### config.mk
export PLATFORM = sky130hd
export DESIGN_NAME = nbit_seq_divider
export DESIGN_NICKNAME = d
export VERILOG_FILES = /design/src/rtl/nbit_seq_divider_pkg.sv /design/src/rtl/nbit_seq_divider_subtractor.sv /design/src/rtl/nbit_seq_divider.sv
export SDC_FILE = /design/constraint.sdc
export NUM_CORES = 1
export LEC_CHECK = 0
export BUFFER_PORTS_ARGS = -buffer_cell sky130_fd_sc_hd__clkbuf_2
export CAP_MARGIN = 15
export CELL_PAD_IN_SITES_DETAIL_PLACEMENT = 1
export CELL_PAD_IN_SITES_GLOBAL_PLACEMENT = 1
export CORE_ASPECT_RATIO = 1.1
export CORE_MARGIN = 5
export CORE_UTILIZATION = 30
export CTS_CLUSTER_SIZE = 30
export DETAILED_ROUTE_END_ITERATION = 8
export PLACE_DENSITY_LB_ADDON = 0.1
export SYNTH_ARGS = -nofsm -noshare
export SYNTH_HDL_FRONTEND = slang
export SYNTH_SLANG_ARGS = --single-unit
### constraint.sdc
create_clock -name clk -period 2.52 [get_ports clk]
set_clock_uncertainty 0.05 [all_clocks]
set_input_delay 0.504 -clock clk [delete_from_list [all_inputs] [get_ports clk]]
set_output_delay 0.504 -clock clk [all_outputs]
set_load 0.005 [all_outputs]
### src/rtl/nbit_seq_divider_pkg.sv
// -----------------------------------------------------------------------------
// nbit_seq_divider_pkg
// Shared definitions for the sequential restoring divider:
//   - state_t     : controller state encoding (IDLE / CALC / DONE)
//   - DEFAULT_N   : default operand width
// No ports (package).
// -----------------------------------------------------------------------------
package nbit_seq_divider_pkg;

  localparam int DEFAULT_N = 4;

  typedef enum logic [1:0] {
    IDLE = 2'd0,
    CALC = 2'd1,
    DONE = 2'd2
  } state_t;

endpackage : nbit_seq_divider_pkg

### src/rtl/nbit_seq_divider_subtractor.sv
// -----------------------------------------------------------------------------
// nbit_subtractor
// Combinational W-bit ripple-carry subtractor: diff = a - b.
// Built as a full-adder chain computing a + ~b + 1.
// Ports:
//   a      in  W  minuend
//   b      in  W  subtrahend
//   diff   out W  a - b (modulo 2^W)
//   borrow out 1  high when a < b (inverse of the final carry)
// -----------------------------------------------------------------------------
module nbit_subtractor #(
  parameter int W = 5
) (
  input  logic [W-1:0] a,
  input  logic [W-1:0] b,
  output logic [W-1:0] diff,
  output logic         borrow
);

  logic [W:0]   carry;
  logic [W-1:0] b_n;

  assign b_n      = ~b;
  assign carry[0] = 1'b1;

  for (genvar i = 0; i < W; i++) begin : g_fa
    assign diff[i]    = a[i] ^ b_n[i] ^ carry[i];
    assign carry[i+1] = (a[i] & b_n[i]) | (a[i] & carry[i]) | (b_n[i] & carry[i]);
  end

  assign borrow = ~carry[W];

endmodule : nbit_subtractor

### src/rtl/nbit_seq_divider.sv
// -----------------------------------------------------------------------------
// nbit_seq_divider
// Sequential restoring divider for unsigned N-bit operands; one quotient bit
// per clock through an (N+1)-bit ripple subtractor.
// Ports:
//   clk         in  1  rising-edge clock
//   rst         in  1  synchronous active-high reset
//   start       in  1  division request, honoured only in IDLE
//   dividend    in  N  unsigned dividend, captured on the accept edge
//   divisor     in  N  unsigned divisor, captured on the accept edge
//   busy        out 1  high while in CALC or DONE
//   done        out 1  one-cycle pulse when results are valid
//   quotient    out N  unsigned quotient (held until next result or reset)
//   remainder   out N  unsigned remainder (held until next result or reset)
//   div_by_zero out 1  set with done when the divisor was zero
// -----------------------------------------------------------------------------
module nbit_seq_divider
  import nbit_seq_divider_pkg::*;
#(
  parameter int N = DEFAULT_N
) (
  input  logic         clk,
  input  logic         rst,
  input  logic         start,
  input  logic [N-1:0] dividend,
  input  logic [N-1:0] divisor,
  output logic         busy,
  output logic         done,
  output logic [N-1:0] quotient,
  output logic [N-1:0] remainder,
  output logic         div_by_zero
);

  localparam int CNT_W = $clog2(N + 1);

  state_t         state;
  logic [CNT_W-1:0] cnt;

  // Working registers: partial remainder, quotient/dividend shifter, divisor.
  logic [N:0]     r_acc;
  logic [N-1:0]   q_acc;
  logic [N-1:0]   d_reg;

  logic [N:0]     r_shift;
  logic [N:0]     diff;
  logic           borrow;
  logic [N:0]     r_next;
  logic [N-1:0]   q_next;
  logic           last_iter;

  // {R,Q} shifted left by one: the MSB of Q moves into the LSB of R.
  // R never exceeds the divisor, so its top bit shifts out as zero.
  assign r_shift = (r_acc << 1) | {{N{1'b0}}, q_acc[N-1]};

  nbit_subtractor #(
    .W (N + 1)
  ) u_sub (
    .a      (r_shift),
    .b      ({1'b0, d_reg}),
    .diff   (diff),
    .borrow (borrow)
  );

  // Restore on borrow; otherwise keep the difference and set the quotient bit.
  always_comb begin
    r_next = borrow ? r_shift : diff;
    q_next = (q_acc << 1) | {{(N-1){1'b0}}, ~borrow};
  end

  assign last_iter = (cnt == CNT_W'(N - 1));

  always_ff @(posedge clk) begin
    if (rst) begin
      state       <= IDLE;
      cnt         <= '0;
      busy        <= 1'b0;
      done        <= 1'b0;
      quotient    <= '0;
      remainder   <= '0;
      div_by_zero <= 1'b0;
    end else begin
      case (state)
        IDLE: begin
          done <= 1'b0;
          if (start) begin
            d_reg <= divisor;
            q_acc <= dividend;
            r_acc <= '0;
            cnt   <= '0;
            busy  <= 1'b1;
            // A zero divisor skips the iterations and reports immediately.
            if (divisor == '0) begin
              state       <= DONE;
              done        <= 1'b1;
              quotient    <= '1;
              remainder   <= dividend;
              div_by_zero <= 1'b1;
            end else begin
              state <= CALC;
            end
          end
        end

        CALC: begin
          r_acc <= r_next;
          q_acc <= q_next;
          cnt   <= cnt + 1'b1;
          if (last_iter) begin
            state       <= DONE;
            done        <= 1'b1;
            quotient    <= q_next;
            remainder   <= r_next[N-1:0];
            div_by_zero <= 1'b0;
          end
        end

        DONE: begin
          done  <= 1'b0;
          busy  <= 1'b0;
          state <= IDLE;
        end

        default: begin
          state <= IDLE;
          busy  <= 1'b0;
          done  <= 1'b0;
        end
      endcase
    end
  end

endmodule : nbit_seq_divider

==> metrics.md <==
| Metric | Value |
|---|---|
| Crit path capture type | register |
| Required time at the worst-slack endpoint | roughly 2.5 ns |
| Placed Instance Area | 1520 um2 |
| Register-to-register setup slack | just over 0.1 ns |
| CTS max path bufs | 2 |
| Effective utilization at floorplan | between 30% and 40% |
| Drt first-iter violations | 20 |
| Number of vias per cell | 5.16 |
| Share of the yosys chip area belonging to registers | roughly half |
| Crit path to | r_acc[3] |
| Cell types with the largest area share after synthesis | sky130_fd_sc_hd__edfxtp_1 (26%), sky130_fd_sc_hd__dfxtp_1 (24%), sky130_fd_sc_hd__a311oi_2 (5.5%) |
| Number of synthesized flops with an enable pin | 12 |
| Avg Cell Area, Syn | between 10 and 15 um2 |
| Global-route wire length before repair | about 5300 um |
| Clock Sink Count | 28 |
| Final count of negative-setup-slack endpoints | 0 |
| Number of antenna cells inserted | 0 |
| All-Layer GR Usage | between 10% and 20% |
| Share of final-layout standard cells stronger than drive strength 1 | between 30 and 40% |
| Transition time of the tightest slew-check pin | about 0.62 ns |
| Fraction of the cycle the final worst path needs | a little over nine tenths |
| Kind of start point of the critical path | register |
| Most used routing layer in global routing | met2 |
| GRT met2 Usage | about a fifth |
| Antenna Nets Post-Route | 0 |
| Signed area change from the synthesized netlist to the final layout | 16.5% |
| Max Freq | about 0.41 GHz |
| Largest area contributor in the netlist | sky130_fd_sc_hd__edfxtp_1 |
| Number of design rule violations left after detail routing | 0 |
| Asr flop ratio synth | 0% |
| Width of the die | about 74 um |
| Core Rows | 25 |
| Pre-Repair DR Iteration Count | 4 |
| Ys flop type | sky130_fd_sc_hd__dfxtp_1 |
| Total wire length | roughly 3400 um |
| Time the worst path needs with I/O delays and setup | roughly 2.4 ns |
| Max VDD drop | between 0.00015 and 0.0002 V |
| Final net count | 164 |
| Type of the setup path with the least slack | register to register |
| Number of distinct library cell variants in the gate-level netlist after synthesis | 35 |
| Source-to-sink clock delay at the later pin of the worst-skew pair | 0.27 ns |
| Post-detail-place hpwl | ~2500 um |
| Root buffer cell | sky130_fd_sc_hd__clkbuf_8 |
| Result of the run | finished, final reports clean |
| Flip-flop and latch count after synthesis | 28 |
| Hold Buf Count CTS | 0 |
| Die Y-Extent | between 80 and 90 um |
| Clock-pin transition on the worst setup and hold timing paths | around 0.090 ns |
| Synthesized instance count | between 100 and 150 |
| Die area | 5990 um2 |
| Worst endpoint data arrival time | about 2.4 ns |
| Max-cap check violation count | 0 |
| CP Max Fanout | 2 |
| GRT Residual Overflow | 0 |
| Min setup slack post-route | 0.102 ns |
| Count of boundary I/O pins | 22 |
| Sum of negative setup slack | 0 ns |
| Number of global-route vias before repair | around 1100 |
| Grt met3 use | roughly 2.3% |
| Total number of vias | slightly above 1000 |
| Number of antenna violations at the first check in global routing | 0 |
| Post-synth top cells | sky130_fd_sc_hd__dfxtp_1 (16), sky130_fd_sc_hd__inv_1 (13), sky130_fd_sc_hd__edfxtp_1 (12), sky130_fd_sc_hd__nor2_1 (9), sky130_fd_sc_hd__a211oi_1 (8) |
| Floorplan Core Area | roughly 4300 um2 |
| Syn. warnings | 0 |
| Headroom to the max-slew limit | between 50% and 60% |
| Total nets after synthesis | 140 |
| Global Route met1 Usage | 15.3% |
| Number of hold violations in the final report | 0 |
| Lkg Pwr | around 0.64 nW |
| Netlist Area Pre-Place | between 1000 and 1500 um2 |
| Number of buffers created by CTS | 3 |
| Terminus of the critical flop-to-flop path | r_acc[3] |
| Power consumption | roughly 0.9 mW |
| Dpl ws | -0.0447 ns |
| WL/cell | around 17 um |
| Cell area after layout | 1590 um2 |
| P per Cell Area | 569 nW/um2 |
| Cells on worst reg2reg path | 9 |
| TritonCTS clock tree | done |
| Placer Congestion | about 0.75 |
| Most used standard cell by instance count after synthesis | sky130_fd_sc_hd__dfxtp_1 |
| Worst hold stages | 1 |
| Hold Crit Class | primary input to register |
| Max-slew violation count | 0 |
| Launch point of the worst reg-to-reg path | q_acc[3] |
| CP Launch Point | q_acc[3] |
| Number of buffers inserted by port buffering | 21 |
| Largest net degree at the start of global routing | 16 |
| H-tree lvl count | 1 |
| Synth top area share | 26.4% |
-- cell usage in the layout, fill, tap and decap left out, types with 2 or more instances in the layout --
cell | synthesis | final
sky130_fd_sc_hd__a211oi_1 | 8 | 8
sky130_fd_sc_hd__clkbuf_8 | 0 | 3
sky130_fd_sc_hd__edfxtp_1 | 12 | 12
sky130_fd_sc_hd__a21oi_1 | 2 | 2
sky130_fd_sc_hd__a311oi_1 | 3 | 3
sky130_fd_sc_hd__ha_1 | 3 | 2
sky130_fd_sc_hd__nor3_1 | 3 | 3
sky130_fd_sc_hd__a22oi_1 | 2 | 2
sky130_fd_sc_hd__clkbuf_2 | 0 | 21
sky130_fd_sc_hd__o21a_1 | 2 | 2
sky130_fd_sc_hd__buf_4 | 1 | 7
sky130_fd_sc_hd__nor2_1 | 9 | 9
sky130_fd_sc_hd__dfxtp_1 | 16 | 16
sky130_fd_sc_hd__o21ai_0 | 7 | 5
sky130_fd_sc_hd__o211ai_1 | 3 | 3
sky130_fd_sc_hd__nand2b_1 | 5 | 5
sky130_fd_sc_hd__nand2_1 | 3 | 3
sky130_fd_sc_hd__inv_1 | 13 | 12
sky130_fd_sc_hd__fa_2 | 0 | 3
sky130_fd_sc_hd__nor3b_1 | 2 | 2
sky130_fd_sc_hd__a311oi_2 | 5 | 5
-- routing by layer --
layer	vias up	share of wire, %
met5	-	0
met4	0	1.6
met3	5	2.9
met2	14	52
met1	519	44
li1	494	-
-- logic make-up after synthesis --
family,after synthesis,share of synthesized area (%)
adders and majority gates,6,7.16
AOI/OAI and AO/OA,37,21.9
buffers and inverters,22,8.08
and+or+nand+nor,29,12.2
DFF,28,50.0
muxes,1,0.735
-- where the power goes --
| group | internal, mW | leakage, nW | switching [mW] |
|---|---|---|---|
| clock | 0.109 | 0.0231 | 0.133 |
| sequential | 0.499 | 0.244 | 0.0176 |
| combinational | 0.0618 | 0.373 | 0.0828 |
-- worst min path at each step --
| stage | from | endpoint | slack (ns) |
|---|---|---|---|
| floorplan | cnt[2] | cnt[2] | 0.41 |
| global placement | div_by_zero | div_by_zero | 0.40 |
| detailed placement | div_by_zero | div_by_zero | 0.41 |
| CTS | divisor[0] | d_reg[0] | 0.38 |
| global route | divisor[1] | d_reg[1] | 0.38 |
| finish | divisor[0] | d_reg[0] | 0.39 |
-- final cells by class --
type | count | area [um2]
Sequential cell | 28 | 681
Fill cell | 516 | 2760
Multi-Input combinational cell | 73 | 588
Clock buffer | 3 | 41.3
Clock inverter | 1 | 3.75
Tap cell | 54 | 67.6
Timing Repair Buffer | 28 | 158
Inverter | 13 | 48.8
-- timing repair --
item	4_1_cts	5_1_grt
pin swaps	0	4
buffers inserted	0	1
setup endpoints to repair	2	7
gates resized for setup	1	8
-- metrics by stage --
step                      utilization [%]  instances  hold WS, ns
final                                36.5        200        0.389
after floorplan                         -        123        0.406
after detailed placement             34.9        195        0.407
after global routing                 36.5        200        0.378
after global placement               34.9        195        0.400
after CTS                            36.0        199        0.377
-- worst max-delay path, stage by stage, from the launching register on --
cell	delay, ns
sky130_fd_sc_hd__edfxtp_1	0.36
sky130_fd_sc_hd__inv_1	0.05
sky130_fd_sc_hd__ha_2	0.19
sky130_fd_sc_hd__fa_2	0.34
sky130_fd_sc_hd__fa_2	0.35
sky130_fd_sc_hd__inv_2	0.07
sky130_fd_sc_hd__fa_2	0.43
sky130_fd_sc_hd__o21a_1	0.13
sky130_fd_sc_hd__o21ai_2	0.16
sky130_fd_sc_hd__inv_1	0.05
Note: power is estimated with default switching activity, not from simulation.
